$ cat config.mk
export PLATFORM = sky130hd
export DESIGN_NAME = key_arbiter_flat
export DESIGN_NICKNAME = d
export VERILOG_FILES = /design/src/rtl/parser_pkg.sv /design/src/rtl/key_arbiter_if.sv /design/src/rtl/rr_pick.sv /design/src/rtl/key_arbiter.sv /design/src/flat_wrapper.sv
export SDC_FILE = /design/constraint.sdc
export NUM_CORES = 1
export LEC_CHECK = 0
export ABC_AREA = 1
export BUFFER_PORTS_ARGS = -buffer_cell sky130_fd_sc_hd__buf_2
export CORE_AREA = 3 3 265 267
export DETAILED_ROUTE_END_ITERATION = 10
export DIE_AREA = 0 0 268 270
export SYNTH_ARGS = -nofsm -noshare
export SYNTH_HDL_FRONTEND = slang
export SYNTH_SLANG_ARGS = --single-unit
$ cat constraint.sdc
create_clock -name clk -period 3.65 [get_ports clk]
set_input_delay 0.73 -clock clk [delete_from_list [all_inputs] [get_ports clk]]
set_output_delay 0.73 -clock clk [all_outputs]
set_load 0.02 [all_outputs]
$ cat src/rtl/parser_pkg.sv
// Shared parser types: lookup FSM states, channel id and default key/action widths
// used by the extractors, the key arbiter and the searcher.
package parser_pkg;

    localparam int KEY_W_DEF = 45;
    localparam int ACT_W_DEF = 125;
    localparam int CH_W_DEF  = 3;

    typedef enum logic {
        IDLE = 1'b0,
        WAIT = 1'b1
    } arb_state_e;

    typedef logic [CH_W_DEF-1:0] ch_id_t;

endpackage

$ cat src/rtl/key_arbiter_if.sv
// Extractor-side request bus and searcher-side key/action bus of the key arbiter.
// Handshake: a request moves when req_valid[i] & req_ready[i] at a rising edge; all *_valid outputs are one-cycle pulses.
interface key_arbiter_if #(
    parameter int NUM_CH = 8,
    parameter int CH_W   = 3,
    parameter int KEY_W  = parser_pkg::KEY_W_DEF,
    parameter int ACT_W  = parser_pkg::ACT_W_DEF
);
    logic [NUM_CH-1:0]       req_valid;
    logic [NUM_CH*KEY_W-1:0] req_key;
    logic [NUM_CH-1:0]       req_ready;
    logic                    key_valid;
    logic [KEY_W-1:0]        key;
    logic [CH_W-1:0]         key_ch;
    logic                    act_valid;
    logic [ACT_W-1:0]        act;
    logic [NUM_CH-1:0]       act_out_valid;
    logic [ACT_W-1:0]        act_out;
    logic                    timeout_valid;
    logic [CH_W-1:0]         timeout_ch;
    logic                    busy;

    modport master (
        output req_valid, req_key, act_valid, act,
        input  req_ready, key_valid, key, key_ch, act_out_valid, act_out,
               timeout_valid, timeout_ch, busy
    );

    modport slave (
        input  req_valid, req_key, act_valid, act,
        output req_ready, key_valid, key, key_ch, act_out_valid, act_out,
               timeout_valid, timeout_ch, busy
    );
endinterface

$ cat src/rtl/rr_pick.sv
// Combinational round-robin picker: first set bit of pending after last_grant, wrapping
// modulo NUM_CH (works for non-power-of-two channel counts).
module rr_pick #(
    parameter int NUM_CH = 8,
    parameter int CH_W   = 3
) (
    input  logic [NUM_CH-1:0] pending,
    input  logic [CH_W-1:0]   last_grant,
    output logic              found,
    output logic [CH_W-1:0]   pick
);
    // Two ascending passes: channels above last_grant first, then the wrapped low part.
    always_comb begin
        found = 1'b0;
        pick  = '0;
        for (int j = 0; j < NUM_CH; j++) begin
            if (!found && pending[j] && (j > int'(last_grant))) begin
                found = 1'b1;
                pick  = CH_W'(j);
            end
        end
        for (int j = 0; j < NUM_CH; j++) begin
            if (!found && pending[j] && (j <= int'(last_grant))) begin
                found = 1'b1;
                pick  = CH_W'(j);
            end
        end
    end
endmodule

$ cat src/rtl/key_arbiter.sv
// N-channel lookup arbiter: one buffered key per channel, round-robin issue to the searcher,
// one-hot action return. Optional watchdog enabled by defining KEY_ARB_TIMEOUT_EN.
module key_arbiter
    import parser_pkg::*;
#(
    parameter int NUM_CH  = 8,
    parameter int CH_W    = 3,
    parameter int KEY_W   = KEY_W_DEF,
    parameter int ACT_W   = ACT_W_DEF,
    parameter int TIMEOUT = 50000
) (
    input  logic       clk,
    input  logic       reset,
    key_arbiter_if.slave bus,
    output arb_state_e dbg_state
);
    arb_state_e        state_q, state_d;
    logic [NUM_CH-1:0] pending_q, pending_d;
    logic [KEY_W-1:0]  hold_q [NUM_CH];
    logic [KEY_W-1:0]  hold_d [NUM_CH];
    logic [CH_W-1:0]   last_grant_q, last_grant_d;
    logic [CH_W-1:0]   key_ch_q, key_ch_d;
    logic [KEY_W-1:0]  key_q, key_d;
    logic              key_valid_q, key_valid_d;
    logic [ACT_W-1:0]  act_out_q, act_out_d;
    logic [NUM_CH-1:0] act_out_valid_q, act_out_valid_d;
    logic              pick_found;
    logic [CH_W-1:0]   pick_ch;

`ifdef KEY_ARB_TIMEOUT_EN
    localparam int TMR_W = $clog2(TIMEOUT + 1);
    logic [TMR_W-1:0] timer_q, timer_d;
    logic             timeout_valid_q, timeout_valid_d;
    logic [CH_W-1:0]  timeout_ch_q, timeout_ch_d;
`else
    logic unused_timeout;
    assign unused_timeout = (TIMEOUT < 2);
`endif

    rr_pick #(.NUM_CH(NUM_CH), .CH_W(CH_W)) u_pick (
        .pending    (pending_q),
        .last_grant (last_grant_q),
        .found      (pick_found),
        .pick       (pick_ch)
    );

    always_comb begin
        state_d         = state_q;
        pending_d       = pending_q;
        hold_d          = hold_q;
        last_grant_d    = last_grant_q;
        key_ch_d        = key_ch_q;
        key_d           = key_q;
        key_valid_d     = 1'b0;
        act_out_d       = act_out_q;
        act_out_valid_d = '0;
`ifdef KEY_ARB_TIMEOUT_EN
        timer_d         = timer_q;
        timeout_valid_d = 1'b0;
        timeout_ch_d    = timeout_ch_q;
`endif
        // Empty slots accept independently of the lookup in flight.
        for (int i = 0; i < NUM_CH; i++) begin
            if (bus.req_valid[i] && !pending_q[i]) begin
                pending_d[i] = 1'b1;
                hold_d[i]    = bus.req_key[i*KEY_W +: KEY_W];
            end
        end
        case (state_q)
            IDLE: begin
                if (pick_found) begin
                    key_d        = hold_q[pick_ch];
                    key_ch_d     = pick_ch;
                    key_valid_d  = 1'b1;
                    last_grant_d = pick_ch;
                    state_d      = WAIT;
`ifdef KEY_ARB_TIMEOUT_EN
                    timer_d      = '0;
`endif
                end
            end
            WAIT: begin
                if (bus.act_valid) begin
                    act_out_d           = bus.act;
                    act_out_valid_d     = NUM_CH'(1) << key_ch_q;
                    pending_d[key_ch_q] = 1'b0;
                    state_d             = IDLE;
                end
`ifdef KEY_ARB_TIMEOUT_EN
                else if (timer_q == TMR_W'(TIMEOUT - 1)) begin
                    timeout_valid_d     = 1'b1;
                    timeout_ch_d        = key_ch_q;
                    pending_d[key_ch_q] = 1'b0;
                    state_d             = IDLE;
                end else begin
                    timer_d = timer_q + 1'b1;
                end
`endif
            end
            default: state_d = IDLE;
        endcase
    end

    always_ff @(posedge clk) begin
        if (!reset) begin
            state_q         <= IDLE;
            pending_q       <= '0;
            last_grant_q    <= CH_W'(NUM_CH - 1);
            key_ch_q        <= '0;
            key_q           <= '0;
            key_valid_q     <= 1'b0;
            act_out_q       <= '0;
            act_out_valid_q <= '0;
`ifdef KEY_ARB_TIMEOUT_EN
            timer_q         <= '0;
            timeout_valid_q <= 1'b0;
            timeout_ch_q    <= '0;
`endif
        end else begin
            state_q         <= state_d;
            pending_q       <= pending_d;
            last_grant_q    <= last_grant_d;
            key_ch_q        <= key_ch_d;
            key_q           <= key_d;
            key_valid_q     <= key_valid_d;
            act_out_q       <= act_out_d;
            act_out_valid_q <= act_out_valid_d;
`ifdef KEY_ARB_TIMEOUT_EN
            timer_q         <= timer_d;
            timeout_valid_q <= timeout_valid_d;
            timeout_ch_q    <= timeout_ch_d;
`endif
        end
    end

    // Key slots are only read while their pending bit is set, so they need no reset.
    always_ff @(posedge clk) begin
        hold_q <= hold_d;
    end

    assign bus.req_ready     = ~pending_q;
    assign bus.key_valid     = key_valid_q;
    assign bus.key           = key_q;
    assign bus.key_ch        = key_ch_q;
    assign bus.act_out_valid = act_out_valid_q;
    assign bus.act_out       = act_out_q;
    assign bus.busy          = (state_q == WAIT);
    assign dbg_state         = state_q;
`ifdef KEY_ARB_TIMEOUT_EN
    assign bus.timeout_valid = timeout_valid_q;
    assign bus.timeout_ch    = timeout_ch_q;
`else
    assign bus.timeout_valid = 1'b0;
    assign bus.timeout_ch    = '0;
`endif
endmodule

$ cat src/flat_wrapper.sv
// flat-port wrapper written by rule: the top's interface ports become plain ports
module key_arbiter_flat import parser_pkg::*;
#(
    parameter int NUM_CH  = 8,
    parameter int CH_W    = 3,
    parameter int KEY_W   = KEY_W_DEF,
    parameter int ACT_W   = ACT_W_DEF,
    parameter int TIMEOUT = 50000
)
  (clk, reset, dbg_state, bus_req_valid, bus_req_key, bus_act_valid, bus_act, bus_req_ready, bus_key_valid, bus_key, bus_key_ch, bus_act_out_valid, bus_act_out, bus_timeout_valid, bus_timeout_ch, bus_busy);
  key_arbiter_if #(.NUM_CH(NUM_CH), .CH_W(CH_W), .KEY_W(KEY_W), .ACT_W(ACT_W)) bus_i ();
  input  logic clk;
  input  logic reset;
  output arb_state_e dbg_state;
  input wire logic [$bits(bus_i.req_valid)-1:0] bus_req_valid;
  input wire logic [$bits(bus_i.req_key)-1:0] bus_req_key;
  input wire logic [$bits(bus_i.act_valid)-1:0] bus_act_valid;
  input wire logic [$bits(bus_i.act)-1:0] bus_act;
  output wire logic [$bits(bus_i.req_ready)-1:0] bus_req_ready;
  output wire logic [$bits(bus_i.key_valid)-1:0] bus_key_valid;
  output wire logic [$bits(bus_i.key)-1:0] bus_key;
  output wire logic [$bits(bus_i.key_ch)-1:0] bus_key_ch;
  output wire logic [$bits(bus_i.act_out_valid)-1:0] bus_act_out_valid;
  output wire logic [$bits(bus_i.act_out)-1:0] bus_act_out;
  output wire logic [$bits(bus_i.timeout_valid)-1:0] bus_timeout_valid;
  output wire logic [$bits(bus_i.timeout_ch)-1:0] bus_timeout_ch;
  output wire logic [$bits(bus_i.busy)-1:0] bus_busy;
  assign bus_i.req_valid = bus_req_valid;
  assign bus_i.req_key = bus_req_key;
  assign bus_i.act_valid = bus_act_valid;
  assign bus_i.act = bus_act;
  assign bus_req_ready = bus_i.req_ready;
  assign bus_key_valid = bus_i.key_valid;
  assign bus_key = bus_i.key;
  assign bus_key_ch = bus_i.key_ch;
  assign bus_act_out_valid = bus_i.act_out_valid;
  assign bus_act_out = bus_i.act_out;
  assign bus_timeout_valid = bus_i.timeout_valid;
  assign bus_timeout_ch = bus_i.timeout_ch;
  assign bus_busy = bus_i.busy;
  key_arbiter #(.NUM_CH(NUM_CH), .CH_W(CH_W), .KEY_W(KEY_W), .ACT_W(ACT_W), .TIMEOUT(TIMEOUT)) u_core (.clk(clk), .reset(reset), .bus(bus_i), .dbg_state(dbg_state));
endmodule
## Yosys cells after proc, flatten, opt, wreduce, memory -nomap -nowiden

Index checks and enable logic that the tools add are counted.

| storage, ports and cells | value |
|---|---|
| register bits after elaboration | 554 |
| bits in latches | 0 |
| bits in writable memories | 0 |
| bits in read-only memories | 0 |
| logic and storage cells | 151 |
| memories | 0 |

| operators by class | value |
|---|---|
| $add $sub $neg | 0 |
| multiply operators | 0 |
| div/mod/pow operators | 0 |
| magnitude comparators | 17 |
| equality and inequality tests | 0 |
| shift-type cells | 1 |
| muxes and demuxes | 48 |
| bitwise logic cells | 6 |
| reduce and logical (&&, ||, !) cells | 63 |

Operators with widths:

| cell | number |
|---|---|
| $bmux W45 S3 | 1 |
| $mux W45 | 2 |
| $mux W3 | 13 |
| $logic_and A1 B1 Y1 | 37 |
| $mux W1 | 27 |
| $logic_not A1 Y1 | 22 |
| $mux W8 | 2 |
| $not A8 Y8 | 2 |
| $gt A3 B3 Y1 const A | 4 |
| $le A3 B3 Y1 const A | 4 |
| $and A8 B8 Y8 | 1 |
| $shl A1 B3 Y8 const A | 1 |
| $gt A2 B3 Y1 const A | 2 |
| $le A2 B3 Y1 const A | 2 |
| $ge A4 B4 Y1 const B | 1 |
| $lt A3 B4 Y1 const B | 1 |
| $not A3 Y4 | 1 |
| $reduce_and A2 Y1 | 2 |
| $demux W1 S3 | 1 |
| $ge A3 B1 Y1 const B | 1 |
| $gt A1 B3 Y1 const A | 1 |
| $le A1 B3 Y1 const A | 1 |
| $reduce_and A3 Y1 | 1 |
| $mux W2 | 1 |
| 3 further kinds | 4 |

## Logic depth before layout (Yosys ltp)

| logic depth | value |
|---|---|
| depth in word-level cells | 62 |
| gate-level depth with buffers | 19 |
| gate-level depth less buffers | 18 |

## Cells and area by module

A second synthesis with hierarchy kept.

| second synthesis, totals | value |
|---|---|
| cell total of the unflattened synthesis | 2235 |
| area total of the unflattened synthesis | 21863.5 um2 |

By module, submodules not included:

| module | instances | cells an instance | area an instance (um2) | seq. area each (um2) |
|---|---|---|---|---|
| key_arbiter | 1 | 2176 | 21535.7 | 14694.1 |
| rr_pick | 1 | 59 | 327.8 | 0.0 |

## Worst setup path before layout

Ideal clock, no wire load.

| timing path | value |
|---|---|
| path type | input-to-reg |
| from | in bus_req_valid[7] |
| to | reg u_core.hold_q[0] (netlist name), enable pin |
| setup time | 0.449 ns |
| arrival time | 2.677 ns |
| setup slack | 0.524 ns |
| cell stages on the path | 2 |
| buffers on the path | 0 |
| cells stage by stage | inv_1 -> nor2_1 |

| on the way | value |
|---|---|
| cells in the longest elaborated chain, start to end | 1 |

RTL lines:

| what | RTL line | RTL |
|---|---|---|
| start, declared | flat_wrapper.sv:15 | `input wire logic [$bits(bus_i.req_valid)-1:0] bus_req_valid;` |
| $logic_and A1 B1 Y1 | key_arbiter.sv:64 | `if (bus.req_valid[i] && !pending_q[i]) begin` |
| end signal, assigned | key_arbiter.sv:138 | `hold_q <= hold_d;` |
| end, declared | key_arbiter.sv:19 | `logic [KEY_W-1:0] hold_q [NUM_CH];` |

Every way passes these cells.
A chain may end at the register's enable or synchronous reset.

## Worst setup path after layout

| timing path | value |
|---|---|
| from | reg u_core.last_grant_q[2] |
| to | reg u_core.key_q[40] (netlist: u_core.bus.key[40]) |

| on the way | value |
|---|---|
| cells in the longest elaborated chain, start to end | 62 |

RTL lines:

| what | RTL line | RTL |
|---|---|---|
| start, declared | key_arbiter.sv:21 | `logic [CH_W-1:0] last_grant_q, last_grant_d;` |
| start signal, assigned | key_arbiter.sv:108 | `last_grant_q <= CH_W'(NUM_CH - 1);` |
| start signal, assigned | key_arbiter.sv:122 | `last_grant_q <= last_grant_d;` |
| $gt A1 B3 Y1 | rr_pick.sv:17 | `if (!found && pending[j] && (j > int'(last_grant))) begin` |
| $logic_and A1 B1 Y1 | rr_pick.sv:17 |  |
| $mux W1 | rr_pick.sv:17 |  |
| $logic_not A1 Y1 | rr_pick.sv:17 |  |
| $logic_and A1 B1 Y1 (2 in series) | rr_pick.sv:17 |  |
| $mux W1 | rr_pick.sv:17 |  |
| $logic_not A1 Y1 | rr_pick.sv:17 |  |
| $logic_and A1 B1 Y1 (2 in series) | rr_pick.sv:17 |  |
| [41 not listed] | - |  |
| $logic_and A1 B1 Y1 (2 in series) | rr_pick.sv:23 | `if (!found && pending[j] && (j <= int'(last_grant))) begin` |
| $mux W1 | rr_pick.sv:23 |  |
| $logic_not A1 Y1 | rr_pick.sv:23 |  |
| $logic_and A1 B1 Y1 (2 in series) | rr_pick.sv:23 |  |
| $mux W3 | rr_pick.sv:23 |  |
| $not A3 Y4 (not written as such) | key_arbiter.sv:72 | `key_d = hold_q[pick_ch];` |
| $bmux W45 S3 | key_arbiter.sv:72 |  |
| $mux W45 (not written as such) (2 in series) | key_arbiter.sv:72 |  |
| end signal, assigned | key_arbiter.sv:124 | `key_q <= key_d;` |
| end, declared | key_arbiter.sv:23 | `logic [KEY_W-1:0] key_q, key_d;` |

Parallel ways exist; a longest one is shown, timed or not. The select of a mux whose other input is x is not followed.

==> reports/results.txt <==
Across the run, the number of max-cap violations was 0. Setup repair after global routing left no endpoint under its margin. For the final standard cell area without fillers, the log shows 28,100 um^2. The final setup violation count is 0. By startpoint and endpoint, the worst setup path is classified as reg2reg. The number of buffers between clock root and the deepest sink is 3. Gates resized during post-CTS repair numbered 0. The depth of the worst register-to-register path is 15. Largest fanout on the critical path: 28. The logs give 5540 uW for the switching power and 19 for the initial antenna violation count. In this run, the clock network consumes 35.5% of the power. The tools report the launching point of the worst reg2reg path as u_core.last_grant_q[2]$_SDFFE_PN1P_.

The floorplan core area is 68,300 um^2, and the DRC violation count after routing is 0. The critical path launch point was u_core.last_grant_q[2]$_SDFFE_PN1P_. Entering global routing, the biggest net connects 124 pins. The largest individual stage delay along the critical path comes from the cell sky130_fd_sc_hd__a21oi_4. The tools report the number of inserted filler cells in the final layout as 6,595. The worst register-to-register path ends at u_core.bus.key[40]$_SDFFE_PN0P_.

The synthesized netlist contains 30 unique library cells. The final setup TNS came out at 0 ns. Yosys mapped a number of flops with a built-in enable equal to 360. Across the VDD grid, the largest voltage drop is 0.419 mV. Sorting the synthesized cells by area gives the leading types as sky130_fd_sc_hd__edfxtp_1, sky130_fd_sc_hd__dfxtp_1, sky130_fd_sc_hd__nand3_1. The synthesized-area fraction occupied by ao, oa, aoi and oai cells works out to 5.78%. The number of rows in the core area was 96; the total count of max-transition violations in the final report was 0. The startpoint identified for the worst hold timing path is bus_req_key[195].

The min-delay analysis places its worst path in the category in2reg. The fraction of registers with async set or reset after synthesis came out at 0%. The H-tree level count came out at 2.

For the post-CTS setup buffer count, the log shows 0. The count of buffering cells on the critical path with inverters included came out at 2. Walking the worst path, the cells encountered are nor2_1 > nand2_1 > nand3_1 > nor2_2 > nand4_2 > nor2_2 > nand4_1 > nor2_2 > o21ai_1 > a21oi_4 > buf_12 > nand3_1 > nand3_1 > nand2_1 > inv_1.

TritonCTS created 60 clock buffers. The root buffer cell chosen for the clock tree is sky130_fd_sc_hd__clkbuf_16. The critical path runs through a total of 15 cells. For this run, the leading register cell type out of synthesis is sky130_fd_sc_hd__edfxtp_1. The total wirelength of the detailed-routed design was 76,000 um.

The startpoint type of the worst setup path is a register. In the post-synthesis netlist, the cell with the most instances is sky130_fd_sc_hd__nand3_1. Sorting the synthesized cells by how often they occur yields sky130_fd_sc_hd__nand3_1, sky130_fd_sc_hd__nand2_1, sky130_fd_sc_hd__edfxtp_1, sky130_fd_sc_hd__inv_1, sky130_fd_sc_hd__dfxtp_1. Synthesis produced a netlist whose cell count is 1,981. The kind of end point of the critical path is a register. Clock tree synthesis found a total of 554 sinks. By area, the combinational part of the netlist is dominated by simple AND/OR/NAND/NOR gates.

Timing would allow up to 297 MHz. Die height: 270 um. The tools report the reg2reg setup slack as 0.28 ns.

The width of the die is 268 um, and the total via count in the routed design is 17,100. The multi-input combinational cells in the finished layout cover a total of 5350 um^2. Per report_power, the combinational group accounts for 22.7% of the total. The power per cell area is 632 nW/um^2.

The overflow left after global routing was 0; the top-area cell type share of the netlist area was 50.2%. Data on the critical path is required at its endpoint by 4.21 ns. The floorplan step defined a die boundary enclosing 72,400 um^2.

The placed cell area is 26,000 um^2, and the synthesized-area fraction occupied by and/or/nand/nor cells is 18.5%. In this design, the largest share of critical-path delay is due to simple AND/OR/NAND/NOR gates. The clock transition at the register clock pins on the worst setup and hold paths after CTS is 0.07 ns, and the final period demand of the worst path is 3.37 ns.

In this run the tightest slew margin relative to its limit is 35.1%. The wire-length estimate of the detail-placed layout is 51,800 um. At the pin with the least slew margin, the transition time is 0.974 ns. The ratio of routed vias to standard cells came out at 4.78.

The logs give 110,000 um for the global-route wire length before repair and 17,800 uW for the power after layout. The adder-cell share of the synthesized area was 0%. In the final routed layout, each cell accounts on average for 21.2 um. The number of global-route vias before repair is 17,100, and the initial core utilization is 31.5%. In this run, synthesis produced a sequential element count of 554. The hold-fix buffer count after cts came out at 0.

The global placer's final weighted congestion came out at 0.860. The worst-skew pair later-pin latency is 0.63 ns. Across the whole layout, storage elements account for 14,700 um^2. Following the worst setup path forward leads to its endpoint at u_core.bus.key[40]$_SDFFE_PN0P_.

The share of synthesized area spent on multiplexers was 0%. Once detail routing completed, the nets flagged for antenna violations numbered 0. Netlist area before placement: 21,500 um^2. TritonCTS built the clock tree. The area growth from synthesis to final layout was 30.7%; the number of buffers inserted by port buffering was 687.

The final hold violation count came out at 0. The worst clock skew is 0.0238 ns, and the detailed-router iteration count before antenna repair is 5. Global routing used 20.4% of the available tracks across all layers. Largest stage delay on the critical path: 0.63 ns. Pin placement for this block handled 692 I/O pins. The final net count was 3,138; the post-route clock period utilization was 92.2%. The number of warnings issued by yosys was 0; the internal power contribution was 12,200 uW. The cell type with the largest total area after synthesis was sky130_fd_sc_hd__edfxtp_1.

Fraction of layout instances using a drive strength above 1: 31.5%. Arrival time of the worst setup path: 3.93 ns. The average size of a mapped cell was 10.9 um^2. The flow ran to the end, and the final reports show no timing, DRC or antenna violations. In this run switching power makes up 31.2% of total power.

Summed over all cells, the static leakage comes to 0.0131 uW. The detailed router finished its first iteration with 1,518 violations. The synthesized-area fraction occupied by xor and xnor cells was 0%; the part of the total power dissipated in sequential elements was 41.9%. The sequential element share of the synthesized area is 68.3%.
through the flow:
stage,setup slack [ns],instances,hold slack (ns),utilization (%)
floorplan,0.524,1984,0.498,-
global placement,0.486,3462,0.451,38.1
detailed placement,0.383,3462,0.451,38.1
CTS,0.364,3573,0.227,41.1
global route,0.128,3582,0.233,41.1
finish,0.283,3586,0.271,41.2
placed cells by master (no fill, tap or decap), types with 2 or more instances in the layout:
cell                         instances
sky130_fd_sc_hd__o2111ai_1           2
sky130_fd_sc_hd__edfxtp_1          360
sky130_fd_sc_hd__clkinv_8            2
sky130_fd_sc_hd__clkinv_1            3
sky130_fd_sc_hd__nand3_1           460
sky130_fd_sc_hd__a22o_1            125
sky130_fd_sc_hd__a21oi_1             5
sky130_fd_sc_hd__clkinvlp_4          5
sky130_fd_sc_hd__o21ai_0             4
sky130_fd_sc_hd__nor2_4             11
sky130_fd_sc_hd__diode_2            13
sky130_fd_sc_hd__dfxtp_1           194
sky130_fd_sc_hd__clkbuf_1            8
sky130_fd_sc_hd__buf_4              24
sky130_fd_sc_hd__nand2_1           388
sky130_fd_sc_hd__a211oi_1            7
sky130_fd_sc_hd__bufinv_16           4
sky130_fd_sc_hd__buf_12             14
sky130_fd_sc_hd__inv_1             255
sky130_fd_sc_hd__conb_1              4
sky130_fd_sc_hd__nor2_1              6
sky130_fd_sc_hd__clkbuf_8           13
sky130_fd_sc_hd__buf_2             687
sky130_fd_sc_hd__nand4_1             3
sky130_fd_sc_hd__nor3_1             14
sky130_fd_sc_hd__clkbuf_16          63
sky130_fd_sc_hd__o21ai_1             2
sky130_fd_sc_hd__nor2_2              3
sky130_fd_sc_hd__clkinv_2           12
power by group through the flow:
stage / registers (uW) / logic (uW) / clock network, uW
floorplan: 7790 / 2240 / 0
global placement: 7570 / 4020 / 0
detailed placement: 7570 / 4050 / 0
CTS: 7440 / 4060 / 6430
global route: 7480 / 4460 / 6720
finish: 7440 / 4030 / 6300
registers in the layout, indices dropped and copies added, names as in the netlist:
register	count
u_core.bus.key	45
u_core.bus.busy	1
u_core.hold_q	360
u_core.bus.key_valid	1
u_core.last_grant_q	3
u_core.bus.act_out	125
u_core.bus.key_ch	3
u_core.pending_q	8
u_core.bus.act_out_valid	8
layout make-up:
cell class,instances,share of cell area (%)
diodes,13,0.116
clock inverters,26,1.01
multi-input cells,1042,19.0
clock buffers,85,6.37
flip-flops and latches,554,52.2
inverters,259,3.47
repair buffers,725,13.9
well taps,882,3.92
worst min-delay path by stage:
stage,to,cells after the start
6_report,u_core.hold_q[150]$_DFFE_PP_,1
5_1_grt,u_core.hold_q[298]$_DFFE_PP_,1
4_1_cts,u_core.hold_q[337]$_DFFE_PP_,1
3_5_place_dp,u_core.bus.act_out[91]$_SDFFE_PN0P_,1
3_3_place_gp,u_core.bus.act_out[103]$_SDFFE_PN0P_,1
2_1_floorplan,u_core.last_grant_q[2]$_SDFFE_PN1P_,2
per-layer routing:
| layer | routed length (um) | vias to the layer above | GRT usage [%] |
|---|---|---|---|
| met1 | 32100 | 8126 | 27.1 |
| met3 | 5820 | 122 | 4.04 |
| met5 | 44 | - | 0 |
| met2 | 36100 | 769 | 33.5 |
| li1 | - | 8109 | - |
| met4 | 1980 | 8 | 6.56 |
logic make-up after synthesis:
logic type,after synthesis
compound gates,148
buf+inv,388
flops,554
other cells,1
simple gates,890
(Power assumes the default switching activity.)
